File: config.mk
export PLATFORM = sky130hd
export DESIGN_NAME = sobel_frame_ctrl
export DESIGN_NICKNAME = d
export VERILOG_FILES = /design/src/rtl/sobel_frame_ctrl.sv
export SDC_FILE = /design/constraint.sdc
export NUM_CORES = 1
export LEC_CHECK = 0
export CORE_ASPECT_RATIO = 0.7
export CORE_MARGIN = 2
export CORE_UTILIZATION = 45
export DETAILED_ROUTE_END_ITERATION = 8
export GPL_TIMING_DRIVEN = 0
export PLACE_DENSITY = 0.59
export SLEW_MARGIN = 10
export SYNTH_ARGS = -nofsm -noshare
export SYNTH_HDL_FRONTEND = slang
export SYNTH_SLANG_ARGS = --single-unit
File: constraint.sdc
create_clock -name clk -period 8.95 [get_ports clk]
set_input_delay 0.895 -clock clk [delete_from_list [all_inputs] [get_ports clk]]
set_output_delay 0.895 -clock clk [all_outputs]
set_load 0.01 [all_outputs]
File: src/rtl/sobel_frame_ctrl.sv
// sobel_frame_ctrl -- frame sequencer between uart_rx and sobel_applier.
// Parses a 4-byte header (width LE16, height LE16) and validates it.
// Forwards pixel bytes through a 1-entry skid register, tagged with
// start-of-line, end-of-line and end-of-frame markers.
// Counts Sobel output bytes and pulses frame_done once the frame is complete.
// Optional feature macro: SOBEL_CTRL_TIMEOUT_EN enables the inter-byte
// timeout (err[2]). When the macro is undefined, err[2] is constant 0.
module sobel_frame_ctrl #(
   parameter int MAX_W       = 640,
   parameter int MAX_H       = 480,
   parameter int MIN_DIM     = 3,
   parameter int BORDER      = 1,
   parameter int TIMEOUT_CYC = 1000000
) (
   input  logic        clk,
   input  logic        rst,
   input  logic [7:0]  rx_data,
   input  logic        rx_valid,
   output logic [7:0]  pix_data,
   output logic        pix_valid,
   input  logic        pix_ready,
   output logic        pix_sol,
   output logic        pix_eol,
   output logic        pix_eof,
   input  logic        sob_valid,
   output logic [15:0] frame_width,
   output logic [15:0] frame_height,
   output logic        busy,
   output logic        frame_done,
   output logic [2:0]  err,
   input  logic        clear_err
);

   localparam logic [15:0] MAX_W_C   = 16'(MAX_W);
   localparam logic [15:0] MAX_H_C   = 16'(MAX_H);
   localparam logic [15:0] MIN_DIM_C = 16'(MIN_DIM);
   localparam logic [15:0] BORDER2_C = 16'(2 * BORDER);

   typedef enum logic [1:0] {
      ST_HDR    = 2'd0,
      ST_CHECK  = 2'd1,
      ST_PIXELS = 2'd2,
      ST_DRAIN  = 2'd3
   } state_t;

   state_t      state_r;
   state_t      state_s;

   logic [1:0]  hdr_idx_r;
   logic [15:0] hdr_w_r;
   logic [15:0] hdr_h_r;
   logic [15:0] frame_width_r;
   logic [15:0] frame_height_r;
   logic [31:0] expected_r;
   logic [15:0] col_r;
   logic [15:0] row_r;
   logic [31:0] out_cnt_r;
   logic [7:0]  skid_data_r;
   logic        skid_valid_r;
   logic        busy_r;
   logic        done_r;
   logic [2:0]  err_r;

   logic        hdr_wr_s;
   logic        dims_bad_s;
   logic [15:0] inner_w_s;
   logic [15:0] inner_h_s;
   logic [31:0] expected_s;
   logic        xfer_s;
   logic        eol_s;
   logic        eof_s;
   logic        load_s;
   logic        ovf_s;
   logic        skid_set_s;
   logic        count_out_s;
   logic        start_frame_s;
   logic        bad_hdr_s;
   logic        frame_end_s;
   logic        busy_set_s;
   logic        tmo_s;

   // Header, skid and marker decode shared by the FSM and the datapath.
   always_comb begin
      hdr_wr_s    = (state_r == ST_HDR) && rx_valid;
      dims_bad_s  = (hdr_w_r < MIN_DIM_C) || (hdr_w_r > MAX_W_C) ||
                    (hdr_h_r < MIN_DIM_C) || (hdr_h_r > MAX_H_C);
      inner_w_s   = hdr_w_r - BORDER2_C;
      inner_h_s   = hdr_h_r - BORDER2_C;
      expected_s  = {16'd0, inner_w_s} * {16'd0, inner_h_s};
      xfer_s      = (state_r == ST_PIXELS) && skid_valid_r && pix_ready;
      eol_s       = (col_r == (frame_width_r - 16'd1));
      eof_s       = eol_s && (row_r == (frame_height_r - 16'd1));
      // The byte after the final pixel belongs to no frame and is not stored.
      load_s      = rx_valid && ((state_r == ST_CHECK) ||
                    ((state_r == ST_PIXELS) && !(xfer_s && eof_s)));
      ovf_s       = (state_r == ST_PIXELS) && rx_valid && skid_valid_r && !xfer_s;
      skid_set_s  = load_s && !ovf_s;
      count_out_s = sob_valid && ((state_r == ST_PIXELS) || (state_r == ST_DRAIN)) &&
                    (out_cnt_r != expected_r);
   end

`ifdef SOBEL_CTRL_TIMEOUT_EN
   localparam logic [31:0] TMO_LAST_C = 32'(TIMEOUT_CYC - 1);

   logic [31:0] tmo_cnt_r;
   logic        tmo_active_s;

   // Timeout is armed mid-header and while pixels are expected.
   always_comb begin
      tmo_active_s = ((state_r == ST_HDR) && (hdr_idx_r != 2'd0)) ||
                     (state_r == ST_PIXELS);
      tmo_s        = tmo_active_s && !rx_valid && (tmo_cnt_r == TMO_LAST_C);
   end

   // Idle-cycle counter, restarted by every received byte.
   always_ff @(posedge clk or posedge rst) begin
      if (rst) begin
         tmo_cnt_r <= 32'd0;
      end else if (!tmo_active_s || rx_valid || tmo_s) begin
         tmo_cnt_r <= 32'd0;
      end else begin
         tmo_cnt_r <= tmo_cnt_r + 32'd1;
      end
   end
`else
   assign tmo_s = 1'b0;
`endif

   // State register.
   always_ff @(posedge clk or posedge rst) begin
      if (rst) begin
         state_r <= ST_HDR;
      end else begin
         state_r <= state_s;
      end
   end

   // Next-state logic and single-cycle control strobes.
   always_comb begin
      state_s       = state_r;
      start_frame_s = 1'b0;
      bad_hdr_s     = 1'b0;
      frame_end_s   = 1'b0;
      busy_set_s    = 1'b0;
      case (state_r)
         ST_HDR: begin
            if (rx_valid) begin
               busy_set_s = (hdr_idx_r == 2'd0);
               if (hdr_idx_r == 2'd3) begin
                  state_s = ST_CHECK;
               end else begin
                  state_s = ST_HDR;
               end
            end else begin
               state_s = ST_HDR;
            end
         end
         ST_CHECK: begin
            if (dims_bad_s) begin
               bad_hdr_s = 1'b1;
               state_s   = ST_HDR;
            end else begin
               start_frame_s = 1'b1;
               state_s       = ST_PIXELS;
            end
         end
         ST_PIXELS: begin
            if (xfer_s && eof_s) begin
               state_s = ST_DRAIN;
            end else begin
               state_s = ST_PIXELS;
            end
         end
         ST_DRAIN: begin
            if (out_cnt_r == expected_r) begin
               frame_end_s = 1'b1;
               state_s     = ST_HDR;
            end else begin
               state_s = ST_DRAIN;
            end
         end
         default: begin
            state_s = ST_HDR;
         end
      endcase
      // A timeout abandons the frame from any armed state.
      if (tmo_s) begin
         state_s    = ST_HDR;
         busy_set_s = 1'b0;
      end else begin
         state_s = state_s;
      end
   end

   // Header byte capture, little-endian width then height.
   always_ff @(posedge clk or posedge rst) begin
      if (rst) begin
         hdr_idx_r <= 2'd0;
         hdr_w_r   <= 16'd0;
         hdr_h_r   <= 16'd0;
      end else if (tmo_s) begin
         hdr_idx_r <= 2'd0;
      end else if (hdr_wr_s) begin
         hdr_idx_r <= hdr_idx_r + 2'd1;
         case (hdr_idx_r)
            2'd0:    hdr_w_r[7:0]  <= rx_data;
            2'd1:    hdr_w_r[15:8] <= rx_data;
            2'd2:    hdr_h_r[7:0]  <= rx_data;
            2'd3:    hdr_h_r[15:8] <= rx_data;
            default: hdr_idx_r     <= 2'd0;
         endcase
      end
   end

   // Frame geometry and expected output count, latched once the header checks out.
   always_ff @(posedge clk or posedge rst) begin
      if (rst) begin
         frame_width_r  <= 16'd0;
         frame_height_r <= 16'd0;
         expected_r     <= 32'd0;
      end else if (start_frame_s) begin
         frame_width_r  <= hdr_w_r;
         frame_height_r <= hdr_h_r;
         expected_r     <= expected_s;
      end
   end

   // Skid register: loads on rx_valid, empties on transfer, drops on abort.
   always_ff @(posedge clk or posedge rst) begin
      if (rst) begin
         skid_data_r  <= 8'd0;
         skid_valid_r <= 1'b0;
      end else if (bad_hdr_s || tmo_s) begin
         skid_valid_r <= 1'b0;
      end else if (skid_set_s) begin
         skid_data_r  <= rx_data;
         skid_valid_r <= 1'b1;
      end else if (xfer_s) begin
         skid_valid_r <= 1'b0;
      end
   end

   // Column/row position of the skid entry and saturating output count.
   always_ff @(posedge clk or posedge rst) begin
      if (rst) begin
         col_r     <= 16'd0;
         row_r     <= 16'd0;
         out_cnt_r <= 32'd0;
      end else if (start_frame_s) begin
         col_r     <= 16'd0;
         row_r     <= 16'd0;
         out_cnt_r <= 32'd0;
      end else begin
         if (xfer_s) begin
            if (eol_s) begin
               col_r <= 16'd0;
               row_r <= row_r + 16'd1;
            end else begin
               col_r <= col_r + 16'd1;
            end
         end
         if (count_out_s) begin
            out_cnt_r <= out_cnt_r + 32'd1;
         end
      end
   end

   // Busy flag, completion pulse and sticky error bits (clear wins over set).
   always_ff @(posedge clk or posedge rst) begin
      if (rst) begin
         busy_r <= 1'b0;
         done_r <= 1'b0;
         err_r  <= 3'b000;
      end else begin
         done_r <= frame_end_s;
         if (bad_hdr_s || frame_end_s || tmo_s) begin
            busy_r <= 1'b0;
         end else if (busy_set_s) begin
            busy_r <= 1'b1;
         end
         if (clear_err) begin
            err_r <= 3'b000;
         end else begin
            err_r <= err_r | {tmo_s, ovf_s, bad_hdr_s};
         end
      end
   end

   assign pix_data     = skid_data_r;
   assign pix_valid    = skid_valid_r;
   assign pix_sol      = skid_valid_r && (col_r == 16'd0);
   assign pix_eol      = skid_valid_r && eol_s;
   assign pix_eof      = skid_valid_r && eof_s;
   assign frame_width  = frame_width_r;
   assign frame_height = frame_height_r;
   assign busy         = busy_r;
   assign frame_done   = done_r;
   assign err          = err_r;

endmodule

=== Word level (Yosys, flattened, before mapping) ===
Cells that the tools add are included.

* Flip-flop bits (word level): 178
* Input port bits: 14
* Output and inout port bits: 49

* $mul: 1
* Eq/ne operators: 10
* Reduce and logical (&&, ||, !) cells: 39
* Muxes and demuxes: 28
* Add/subtract/negate cells: 8
* Bitwise operators: 2
* Order comparisons: 4

{| class="wikitable"
|+ Operators with widths
! operator !! count
|-
| 16-bit 2-to-1 mux || 6
|-
| 32-bit 2-to-1 mux || 2
|-
| 16-bit by 1-bit adder with 16-bit output, second input constant || 2
|-
| 32-bit by 1-bit adder with 32-bit output, second input constant || 1
|-
| 16-bit == test || 2
|-
| 32-bit == test || 1
|-
| 16-bit by 2-bit < comparator with 1-bit output, second input constant || 2
|-
| 16-bit by 16-bit multiplier with 32-bit output || 1
|-
| 32-bit != test || 1
|-
| 16-bit by 1-bit subtractor with 16-bit output, second input constant || 2
|-
| 16-bit by 2-bit subtractor with 16-bit output, second input constant || 2
|-
| 16-bit by 10-bit greater-than comparator with 1-bit output, second input constant || 1
|-
| 16-bit by 9-bit greater-than comparator with 1-bit output, second input constant || 1
|-
| 1-bit logical AND || 16
|-
| 16-bit zero test || 1
|-
| 1-bit 2-to-1 mux || 15
|-
| 2-bit AND reduction || 6
|-
| 2-bit == test, second input constant || 4
|-
| 2-bit case mux with 4 select lines || 1
|-
| 2-bit nonzero test || 4
|-
| 1-bit logical OR || 6
|-
| 2-bit 2-to-1 mux || 3
|-
| 2-bit by 1-bit == test with 1-bit output, second input constant || 2
|-
| 2-bit zero test || 2
|-
| 6 further kinds || 8
|}

=== Logic depth before layout (Yosys ltp) ===
* Depth in word-level cells: 11
* Depth in mapped cells: 29
* Gate-level depth less buffers: 28

=== Worst setup path before layout ===
Ideal clock, no wire load.

* Path type: reg-to-reg
* From: register hdr_h_r[3]
* To: register expected_r[25]
* Path slack: 1.537 ns
* Clock period less this slack: 7.413 ns
* Data required time: 8.817 ns
* Arrival time: 7.280 ns
* Cell stages (with the launch flop): 27
* Buffers on the path: 1
* Library setup time: 0.133 ns
* Path through: dfrtp_1 > clkbuf_1 > nor3_1 > nand2_1 > nor3_1 > nor3b_1 > xor2_1 > nand2_1 > fa_1 > inv_1 > fa_1 > fa_1 > fa_1 > fa_1 > inv_1 > fa_1 > inv_1 > ha_1 > a21o_1 > a21oi_1 > o2111ai_1 > a21oi_1 > o21ai_0 > a21o_1 > a21oi_1 > xor2_1 > o21ai_0

* Longest elaborated chain between the ends: 5

{| class="wikitable"
|+ RTL lines
! item !! RTL line !! source
|-
| start, declared || 51 || <nowiki>logic [15:0] hdr_h_r;</nowiki>
|-
| start signal, assigned || 208 || <nowiki>2'd2: hdr_h_r[7:0] <= rx_data;</nowiki>
|-
| branches (longest 5 deep; another with 16-bit by 16-bit multiplier with 32-bit output) || - ||
|-
| end signal, assigned || 224 || <nowiki>expected_r <= expected_s;</nowiki>
|-
| end, declared || 54 || <nowiki>logic [31:0] expected_r;</nowiki>
|}

Several ways; the timed one is not identified.
A chain may end at the register's enable or synchronous reset.

=== Worst setup path after layout ===
* From: register hdr_w_r[4]
* To: register expected_r[30]

* Longest elaborated chain between the ends: 6

{| class="wikitable"
|+ RTL lines
! item !! RTL line !! source
|-
| start, declared || 50 || <nowiki>logic [15:0] hdr_w_r;</nowiki>
|-
| start signal, assigned || 206 || <nowiki>2'd0: hdr_w_r[7:0] <= rx_data;</nowiki>
|-
| branches (longest 6 deep; another with 16-bit by 16-bit multiplier with 32-bit output) || - ||
|}

Several ways; the timed one is not identified.

==> impl_metrics.yaml <==
status:
  status: "completed"
routing:
  drc: 0
  drt_iter0_drc: 1052
  totalWireLength_um: 51300
  dr.pass1.iters: 5
  viasPerCell: 5.37
  ant_nets: 0
  post_drt_wl_per_cell_um: 19.9
  vias: 13900
sta:
  finalHoldViolations: 0
  fmax_mhz: 116
  finClkSkew_ps: 15.9
  finalCritPeriodShare_pct: 96.1
  min_period_ps: 8600
  slew_viol_final: 0
  worst_pin_slew_ps: 1280
  max_slew_margin_pct: 13.8
  setup_viol: 0
  rsz0062_at_grt: "no"
finish:
  utilization_pct: 51.6
  multi_input_area_um2: 12300
  regArea_um2: 4430
  drive_above_1_share_pct: 6.47
  fillCellCount: 3655
  syn2layout_area_growth_pct: 12.4
  nNetsFinal: 2366
  fin_cells: 2583
synthesis:
  synth_top_cell_by_area: "dfrtp_1"
  yosysMostFrequentCell: "nand2_1"
  avgSynthCellArea_um2: 9.08
  synth_ff_type: "dfrtp_1"
  synth_common_cells: "nand2_1 (267), inv_1 (260), nor2_1 (196)"
  syn_inst: 1951
  syn-num-nets: 2275
  synth_enable_flop_cells: 0
  yosysUniqueCellTypes: 73
  synth_area_um2: 17700
  async_flop_share_pct: 100
  ys_warn_count: 0
  synth_seq_area_share_pct: 25.0
  yosys_register_bits: 177
  synth_area_leaders: "dfrtp_1 (25%), fa_1 (22%), ha_1 (8.2%), nand2_1 (5.7%), inv_1 (5.5%)"
  yosysTopAreaCellShare_pct: 25.0
clocking:
  ctsHoldBuffers: 0
  clkSinkCount: 177
  clkSlewWorstSetupHoldPaths_ps: 80
  cts_buffers: 17
  htreeDepth: 4
  cts-root-buf: "clkbuf_16"
  cts_tree: "yes"
  clk_latency_ps: 460
  clk_path_buf_depth: 2
die:
  start_util_pct: 45.9
  die_area_um2: 41000
  core_area_um2: 38600
  die_w_um: 241
  io_pins: 63
  die_h_um: 170
  fp-row-count: 60
worst_hold_path:
  min_path_cells: 1
  hp-start: "pix_data[5]$_DFFE_PP0P_"
  hp-class: "register to register"
  worstHoldEndpoint: "pix_data[5]$_DFFE_PP0P_"
global_route:
  grt_util_met3_pct: 8.84
  busiest_layer: "met1"
  grt_max_degree: 103
  use_met2_pct: 36.2
  grt_pass1_vias: 13700
  grt_usage_pct: 26.5
  use_met1_pct: 40.6
  gr-total-overflow: 0
  antenna_found_initial: 1
  grt_pass1_wl_um: 81700
worst_setup_path:
  worstPathRequired_ps: 9260
  r2r_end: "expected_r[30]$_DFFE_PP0P_"
  startpoint_type: "register"
  regToRegSetupSlack_ps: 350
  cp.arrival_ps: 8900
  cp_max_fo: 7
  r2r_cells: 26
  r2r_start: "hdr_w_r[4]$_DFFE_PP0P_"
  end_kind: "register"
  path_class: "register to register"
placement:
  place.detailed.hpwl_um: 40700
  place_inst: 2540
  gp_congestion: 0.944
  place.port_buffers: 61
run:
  drv_cap: 0
==> worst max-delay path, cell delays in order (launching register included) <==
cell and delay [ps]:
dfrtp_1 360, clkbuf_1 210, nor3_1 570, nand2_1 230, xnor2_1 1000, nand2_1 180, fa_1 560, inv_1 50
fa_1 490, inv_1 50, fa_1 480, inv_1 60, fa_1 500, fa_1 560, inv_1 70, fa_1 700
inv_1 80, ha_1 340, o21a_1 130, nor2_1 70, nor4bb_2 530, o21ai_0 200, a21oi_1 280, o211ai_1 160
a41oi_1 280, o21a_1 190, o31ai_1 80
==> metrics by stage <==
stage	cell area [um2]	hold WS, ps	setup slack, ps	TNS [ps]
2_1_floorplan	17700	460	1540	0
3_5_place_dp	19000	474	-744	-4140
4_1_cts	19700	492	93.1	0
5_1_grt	19900	511	10.7	0
3_3_place_gp	19000	466	-757	-4260
6_report	19900	489	351	0
==> metal layers <==
| metal | wire (um) | share of wire [%] | up-vias |
|---|---|---|---|
| met3 | 4930 | 9.6 | 35 |
| met4 | 602 | 1.2 | 0 |
| met5 | 0 | 0 | - |
| met2 | 20900 | 41 | 419 |
| met1 | 24800 | 48 | 6977 |
| li1 | - | - | 6436 |
==> cells in the final DEF, fill, tap and decap left out, types with 43 or more instances in the layout <==
cell type | netlist | final
o21ai_0 | 58 | 58
inv_1 | 260 | 259
nor2_1 | 196 | 195
dfrtp_1 | 177 | 177
xnor2_1 | 109 | 99
xor2_1 | 78 | 67
nand2_1 | 267 | 267
fa_1 | 194 | 194
clkdlybuf4s50_1 | 0 | 61
ha_1 | 116 | 116
clkbuf_1 | 51 | 43
==> how the worst max path moves through the flow <==
stage                     depth (start not counted)  slack, ps              startpoint                          to
final                                            26        350  hdr_w_r[4]$_DFFE_PP0P_  expected_r[30]$_DFFE_PP0P_
after global routing                             26         10  hdr_w_r[1]$_DFFE_PP0P_  expected_r[30]$_DFFE_PP0P_
after CTS                                        28         90  hdr_h_r[1]$_DFFE_PP0P_  expected_r[30]$_DFFE_PP0P_
after detailed placement                         29       -740  hdr_h_r[1]$_DFFE_PP0P_  expected_r[30]$_DFFE_PP0P_
after global placement                           29       -760  hdr_h_r[1]$_DFFE_PP0P_  expected_r[30]$_DFFE_PP0P_
after floorplan                                  26       1540  hdr_h_r[3]$_DFFE_PP0P_  expected_r[25]$_DFFE_PP0P_
==> flip-flops by register name, summed over array words and instances (netlist names) <==
register and flops:
col_r 16, err 2, expected_r 32, out_cnt_r 32, busy 1, pix_valid 1
state_r 2, row_r 16, hdr_idx_r 2, frame_done 1, frame_height 16, frame_width 16
pix_data 8, hdr_h_r 16, hdr_w_r 16
==> repair_timing <==
| item | in CTS | in global routing |
|---|---|---|
| gates resized for setup | 11 | 32 |
| setup buffers | 0 | 10 |
| setup endpoints to repair | 13 | 13 |
| pin swaps | 0 | 4 |
| cloned | 0 | 0 |
==> area by class of cell <==
type                            instances  area share [%]
Buffer                                 60            1.30
Antenna cell                            1          0.0126
Multi-Input combinational cell       1453            61.6
Sequential cell                       177            22.2
Timing Repair Buffer                   72            3.58
Clock buffer                           17            2.14
Inverter                              261            4.96
Clock inverter                         15           0.861
Tap cell                              527            3.31
==> cells by family after synthesis <==
group	Yosys count	synth area share (%)
AO/OA/AOI/OAI	182	6.43
XOR/XNOR	187	9.25
adder cells (fa/ha/maj)	310	30.1
buffers and inverters	321	6.94
flip-flops	177	25.0
multiplexers	43	2.69
other	1	0.0212
AND/OR/NAND/NOR	730	19.5
Power is not shown: default switching activity piles up to over one toggle a cycle in this logic, so the estimate is an artifact.
